## config.mk

```make
export PLATFORM = sky130hd
export DESIGN_NAME = param_updown_counter
export DESIGN_NICKNAME = d
export VERILOG_FILES = /design/src/rtl/counter_pkg.sv /design/src/rtl/counter_prescaler.sv /design/src/rtl/param_updown_counter.sv
export SDC_FILE = /design/constraint.sdc
export NUM_CORES = 1
export LEC_CHECK = 0
export ABC_AREA = 1
export CORE_UTILIZATION = 52
export DETAILED_ROUTE_END_ITERATION = 6
export PLACE_DENSITY = 0.86
export REMOVE_ABC_BUFFERS = 1
export SETUP_SLACK_MARGIN = 0.1
export SLEW_MARGIN = 20
export SYNTH_ARGS = -nofsm -noshare
export SYNTH_HDL_FRONTEND = slang
export SYNTH_SLANG_ARGS = --single-unit
```

## constraint.sdc

```tcl
create_clock -name clk -period 3.8 [get_ports clk]
set_input_delay 1.14 -clock clk [delete_from_list [all_inputs] [get_ports clk]]
set_output_delay 1.14 -clock clk [all_outputs]
set_load 0.05 [all_outputs]
```

## src/rtl/counter_pkg.sv

```systemverilog
// Shared constants and helpers for the up/down event counter family.
// Direction and bound-mode encodings match the up/sat input pins.
package counter_pkg;

  localparam logic DIR_UP    = 1'b1;
  localparam logic DIR_DOWN  = 1'b0;
  localparam logic MODE_WRAP = 1'b0;
  localparam logic MODE_SAT  = 1'b1;

  // Bits needed to hold values 0..value-1; returns 0 for value <= 1.
  function automatic int unsigned clog2(input int unsigned value);
    int unsigned result;
    int unsigned rem;
    result = 0;
    rem    = (value > 0) ? value - 1 : 0;
    while (rem > 0) begin
      result = result + 1;
      rem    = rem >> 1;
    end
    return result;
  endfunction

endpackage

```

## src/rtl/counter_prescaler.sv

```systemverilog
// Enable-gated prescaler: tick asserts on every PRESCALE-th enabled cycle.
// Collapses to a wire (tick = en) when PRESCALE is 1.
module counter_prescaler
  import counter_pkg::*;
#(
  parameter int unsigned PRESCALE = 1
) (
  input  logic clk,
  input  logic rst,
  input  logic en,
  input  logic sync_clr,
  output logic tick
);

  if (PRESCALE <= 1) begin : gen_bypass
    logic unused_ports;
    assign unused_ports = ^{clk, rst, sync_clr};
    assign tick         = en;
  end else begin : gen_count
    localparam int unsigned PsWidth = clog2(PRESCALE);
    localparam logic [PsWidth-1:0] PsLast = PsWidth'(PRESCALE - 1);

    logic [PsWidth-1:0] ps_q;
    logic [PsWidth-1:0] ps_d;
    logic               tick_c;

    always_comb begin
      tick_c = en && (ps_q == PsLast);
      ps_d   = ps_q;
      if (sync_clr) begin
        ps_d = '0;
      end else if (tick_c) begin
        ps_d = '0;
      end else if (en) begin
        ps_d = ps_q + PsWidth'(1);
      end
    end

    always_ff @(posedge clk or negedge rst) begin
      if (!rst) begin
        ps_q <= '0;
      end else begin
        ps_q <= ps_d;
      end
    end

    assign tick = tick_c;
  end

endmodule

```

## src/rtl/param_updown_counter.sv

```systemverilog
// Parametrised up/down counter over 0..MAX_COUNT with clear, clamped load,
// prescaled stepping and a runtime wrap/saturate choice at the bounds.
module param_updown_counter
  import counter_pkg::*;
#(
  parameter int unsigned WIDTH     = 8,
  parameter int unsigned MAX_COUNT = 255,
  parameter int unsigned PRESCALE  = 1
) (
  input  logic             clk,
  input  logic             rst,
  input  logic             en,
  input  logic             up,
  input  logic             sat,
  input  logic             clr,
  input  logic             load,
  input  logic [WIDTH-1:0] load_val,
  output logic [WIDTH-1:0] count,
  output logic             wrapped,
  output logic             at_bound,
  output logic             is_max,
  output logic             is_zero
);

  if ((WIDTH == 0) || ((WIDTH < 32) && ((MAX_COUNT >> WIDTH) != 0))) begin : gen_bad_width
    $error("param_updown_counter: MAX_COUNT must be < 2**WIDTH");
  end
  if (PRESCALE < 1) begin : gen_bad_prescale
    $error("param_updown_counter: PRESCALE must be >= 1");
  end

  localparam logic [WIDTH-1:0] MaxVal = WIDTH'(MAX_COUNT);

  logic [WIDTH-1:0] count_q;
  logic [WIDTH-1:0] count_d;
  logic             wrapped_q;
  logic             wrapped_d;
  logic             at_bound_q;
  logic             at_bound_d;
  logic             tick;
  logic             cnt_at_max;
  logic             cnt_at_zero;

  // Clear and load both restart the prescaler so the next step is a full period away.
  counter_prescaler #(
    .PRESCALE (PRESCALE)
  ) u_prescaler (
    .clk      (clk),
    .rst      (rst),
    .en       (en),
    .sync_clr (clr | load),
    .tick     (tick)
  );

  assign cnt_at_max  = (count_q == MaxVal);
  assign cnt_at_zero = (count_q == '0);

  always_comb begin
    count_d    = count_q;
    wrapped_d  = 1'b0;
    at_bound_d = 1'b0;
    if (clr) begin
      count_d = '0;
    end else if (load) begin
      count_d = (load_val > MaxVal) ? MaxVal : load_val;
    end else if (tick) begin
      if (up == DIR_UP) begin
        if (!cnt_at_max) begin
          count_d = count_q + WIDTH'(1);
        end else if (sat == MODE_SAT) begin
          at_bound_d = 1'b1;
        end else begin
          count_d   = '0;
          wrapped_d = 1'b1;
        end
      end else begin
        if (!cnt_at_zero) begin
          count_d = count_q - WIDTH'(1);
        end else if (sat == MODE_SAT) begin
          at_bound_d = 1'b1;
        end else begin
          count_d   = MaxVal;
          wrapped_d = 1'b1;
        end
      end
    end
  end

  always_ff @(posedge clk or negedge rst) begin
    if (!rst) begin
      count_q    <= '0;
      wrapped_q  <= 1'b0;
      at_bound_q <= 1'b0;
    end else begin
      count_q    <= count_d;
      wrapped_q  <= wrapped_d;
      at_bound_q <= at_bound_d;
    end
  end

  assign count    = count_q;
  assign wrapped  = wrapped_q;
  assign at_bound = at_bound_q;
  assign is_max   = cnt_at_max;
  assign is_zero  = cnt_at_zero;

endmodule

```

* After elaboration in Yosys (flattened, before gate mapping)
Cells that the tools add are included.
** Operators by class
- Div/mod/pow operators :: 0
- Multiply operators :: 0
- Muxes and demuxes :: 23
- Add/sub/neg operators :: 2
- Equal/unequal tests :: 3
- Bitwise logic cells :: 0
- Reductions and logical operators :: 3
- Shift-type cells :: 0
- Order comparisons :: 1
** Operators with widths (count)
- 2-to-1 mux 8 bit :: 9
- 2-to-1 mux 1 bit :: 14
- inequality test 5 bit (second input constant) :: 2
- adder 8 x 1 -> 8 bit (second input constant) :: 1
- equality test 8 bit (second input constant) :: 1
- greater-than comparator 8 bit (second input constant) :: 1
- logical NOT 8 bit :: 1
- subtractor 8 x 1 -> 8 bit (second input constant) :: 1
- AND reduction 3 bit :: 1
- nonzero test 3 bit :: 1
** Word-level totals
- Logic and storage cells :: 35
- Bits in writable memories :: 0
- Input bits :: 15
- Register bits after elaboration :: 10
- Latch bits :: 0
- Memories :: 0
- Bits in read-only memories :: 0
- Output and inout bits :: 12

* Depth between registers and ports, before layout
Gate-level depths: netlist of the first run.
- Depth in word-level cells :: 6
- Mapped depth :: 11
- Gate-level depth less buffers :: 11

* Hierarchy
From an unflattened synthesis of the first run, not the netlist that was laid out.
** Second synthesis, totals
- Cell total of the unflattened synthesis :: 164
- Area total of the unflattened synthesis :: 1083.5 sq um
** By module, submodules not included
- param_updown_counter :: instances 1, area an instance 1076.0 sq um, seq. area each 250.2 sq um, cells an instance 163
- counter_prescaler :: instances 1, area an instance 7.5 sq um, seq. area each 0.0 sq um, cells an instance 1

* Least setup slack after synthesis of the first run
Ideal clock, no wire load.
- Path kind :: register -> output
- Start :: reg count_q[1] (netlist: count[1])
- End :: out is_max
- Path slack :: 1089 ps
- Data arrival time :: 1571 ps
- Stages on the path, launching flop included :: 6
- Required time :: 2660 ps
- Buffers on the path :: 0
- Path through :: dfrtp_1 ha_1 inv_1 nor2_4 nand2_2 inv_1
** Between the ends
- Cells in the longest elaborated chain, start to end :: 1
** RTL lines
- from (decl) :: line param_updown_counter.sv:34 : logic [WIDTH-1:0] count_q;
- from (signal assigned) :: line param_updown_counter.sv:95 : count_q <= count_d;
- equality test 8 bit :: line param_updown_counter.sv:55 : assign cnt_at_max = (count_q == MaxVal);
- to (decl) :: line param_updown_counter.sv:21 : output logic is_max,
Every way passes these cells.

* Final worst setup path of the first run
Same ends and word-level chain as after synthesis.

==> impl_results.md, run 1 <==
- Num CTS Buffers: 3
- First-pass GRT wire length: around 4200 um
- Clk buf depth: 2
- MaxCap Viol Count: 0
- Root Buffer: clkbuf_4
- R2R Setup Slk: between 2 and 2.5 ns
- Critical-path top delay cell: clkdlybuf4s50_1
- TritonCTS clock tree: yes
- R2R Path Start: count[1]
- Final setup viols: 0
- Hold Fails Final Rpt: 0
- Post-synth EDFFs: 0
- Overall power: 0.000428 W
- Crit-path max cell delay: roughly 0.79 ns
- Nets@finish: approximately 210
- Clk sinks: 10
- Finished Layout Cells: 220
- PnR worst setup slack: ~0.49 ns
- Asr flop ratio synth: 100%
- Yosys synthesis warning count: 0
- Crit path kind: reg2out
- Clk_lat worst skew: between 0.2 and 0.3 ns
- Die Height: between 40 and 50 um
- Initial antenna violation count: 0
- WP data arrival: roughly 2.2 ns
- Overall routed net length: between 2000 and 3000 um
- Final worst path period share: between 80% and 90%
- CP Max Fanout: 8
- Global Route Usage Sum: about 28%
- Routed via count: 1119
- DP Worst Slack: about 0.81 ns
- Worst Setup SP: count[1]
- Io pins: 27
- Most Frequent Cell on Critical Path: inv_1
- Prevailing post-synth register cell: dfrtp_1
- Post-Syn Area: between 1000 and 1500 um^2
- CP startpoint kind: register
- Final Wtd Congestion: between 0.9 and 1
- Std cell rows: 16
- Final instance area: around 1300 um^2
- Hold Crit Start: count[0]
- Antenna cells: 0
- Area growth syn-to-layout: 25.2%
- Fmax: 302 MHz
- Placed wire-length estimate: ~2100 um
- First DRT Iteration DRCs: ~50
- Static Leak: between 0.6 and 0.7 nW
- Total setup buffers inserted after CTS: 0
- Setup Skew: 0.00239 ns
- Worst Hold Class: reg2reg
- Post-synthesis cell type count: 28
- Crit-path cells: ha_1 > inv_1 > nor2_4 > nand2_2 > inv_1 > clkdlybuf4s50_1
- # port buffers: 26
- Most frequent cells in the layout: nand2_1, clkdlybuf4s50_1, nor2_1
- Clk slew on worst S/H paths: roughly 0.070 ns
- GRT overflow: 0
- H-tree Lvls: 1
- DRC viols: 0
- Placed Area: about 1300 um^2
- Syn avg cell area: 6.29 um^2
- Routed len/inst: between 10 and 15 um
- Die W: 47.3 um
- Vias in the first global route: approximately 1000
- Final Slew Violations: 0
- # placed instances: between 200 and 250
- Critical Path RT: approximately 2.7 ns
- Largest net degree at the start of global routing: 18
- Post-route minimum period: approximately 3.3 ns
- DR pass1 iterations: 4
- Rel. slew slack: approximately 66%
- Avg Vias per Cell: 5.09
- Status: complete, no violations
- Core Area: roughly 1900 um^2
- VDD IR max: roughly 0.00027 V
- Full die area: ~2200 um^2
- Initial Util: between 50% and 60%
- Post-CTS resize count: 0
- Post-synthesis sequential area ratio: 23.4%
- Antenna-violating nets left: 0
- Post-CTS Hold Fix Bufs: 0
- PwrDens: between 300 and 400 nW/um^2
- Most frequent standard cell in the layout excluding fill and tap cells: nand2_1
- Share of cells above drive strength 1: about an eighth
- RSZ-0062 raised after global routing: no
- Mapped Cells: 170
- Endpoint class of the critical path: primary output
- Setup TNS: 0 ns
- Seq cells post-synth: 10
- Least-Margin Pin Slew: just over 0.5 ns
Yosys cell counts (2+ instances only):
cell	number	area share, %
buf_6	4	4.2
dfrtp_1	10	23
ha_1	3	3.5
inv_1	13	4.6
nand2_1	61	21
nand2_2	6	3.5
nand3_1	18	8.4
nor2_1	21	7.4
nor2_2	4	2.3
nor2_4	3	3.2
o21a_1	2	1.4
o21ai_0	8	3.7
xor2_1	2	1.6
stage by stage:
step / utilization [%] / hold slack, ns
6_report: 68.9 / 0.611
5_1_grt: 68.9 / 0.666
4_1_cts: 68.9 / 0.606
3_5_place_dp: 67.0 / 0.589
3_3_place_gp: 67.0 / 0.548
2_1_floorplan: - / 0.798
layout make-up:
cell class,count,area (um^2)
flip-flops and latches,10,250
fillers,179,604
repair buffers,26,260
clock buffers,4,36.3
well taps,27,33.8
multi-input cells,139,704
inverters,14,52.6
kinds of logic (layout without fill, tap and decap cells):
group                      Yosys count  after routing  share of synthesized area [%]
DFF                                 10             10                           23.4
xor gates and xnor gates             3              3                           2.46
AOI/OAI and AO/OA                   13             13                           7.49
adders and majority gates            3              3                           3.51
buffers and inverters               21             44                           10.7
and+or+nand+nor                    120            120                           52.5
metal layers:
layer | wire length (um) | track usage, %
met1 | 1190 | 36.7
met2 | 1280 | 44.1
met3 | 143 | 4.23
met4 | 51 | 12.0
met5 | 0 | 0
where the power goes:
group	leakage (nW)	internal, W	switching [W]
Combinational	0.484	0.0000707	0.000114
Sequential	0.130	0.000115	0.0000256
Clock	0.0210	0.0000583	0.0000449
Total	0.635	0.000244	0.000184
state kept, by name (all words and copies together), names as in the netlist:
signal    count
wrapped       1
count         8
at_bound      1
final timing paths:
check                           cells past startpoint       end
worst max-delay path                                6    is_max
max in group asynchronous                           1   wrapped
worst min-delay path                                2  count[0]
min in group asynchronous                           1  count[7]
worst max register to register                      8  count[7]
worst min register to register                      2  count[0]
critical path: cells and delay by family (launching register included):
| family | cells | cell delay, ns |
|---|---|---|
| buf+inv | 3 | 0.95 |
| flops | 1 | 0.46 |
| simple gates | 2 | 0.25 |
| fa+ha+maj | 1 | 0.23 |
Power figures use the tool's default switching activity.
==> run 2, diff against run 1 <==
--- a/config.mk
+++ b/config.mk
@@ -7,6 +7,7 @@
 export LEC_CHECK = 0
 export ABC_AREA = 1
 export CORE_UTILIZATION = 52
+export CTS_CLUSTER_DIAMETER = 100
 export DETAILED_ROUTE_END_ITERATION = 6
 export PLACE_DENSITY = 0.86
 export REMOVE_ABC_BUFFERS = 1
==> results of run 2 <==
Final layout, timing and power as in run 1 (identical DEF).
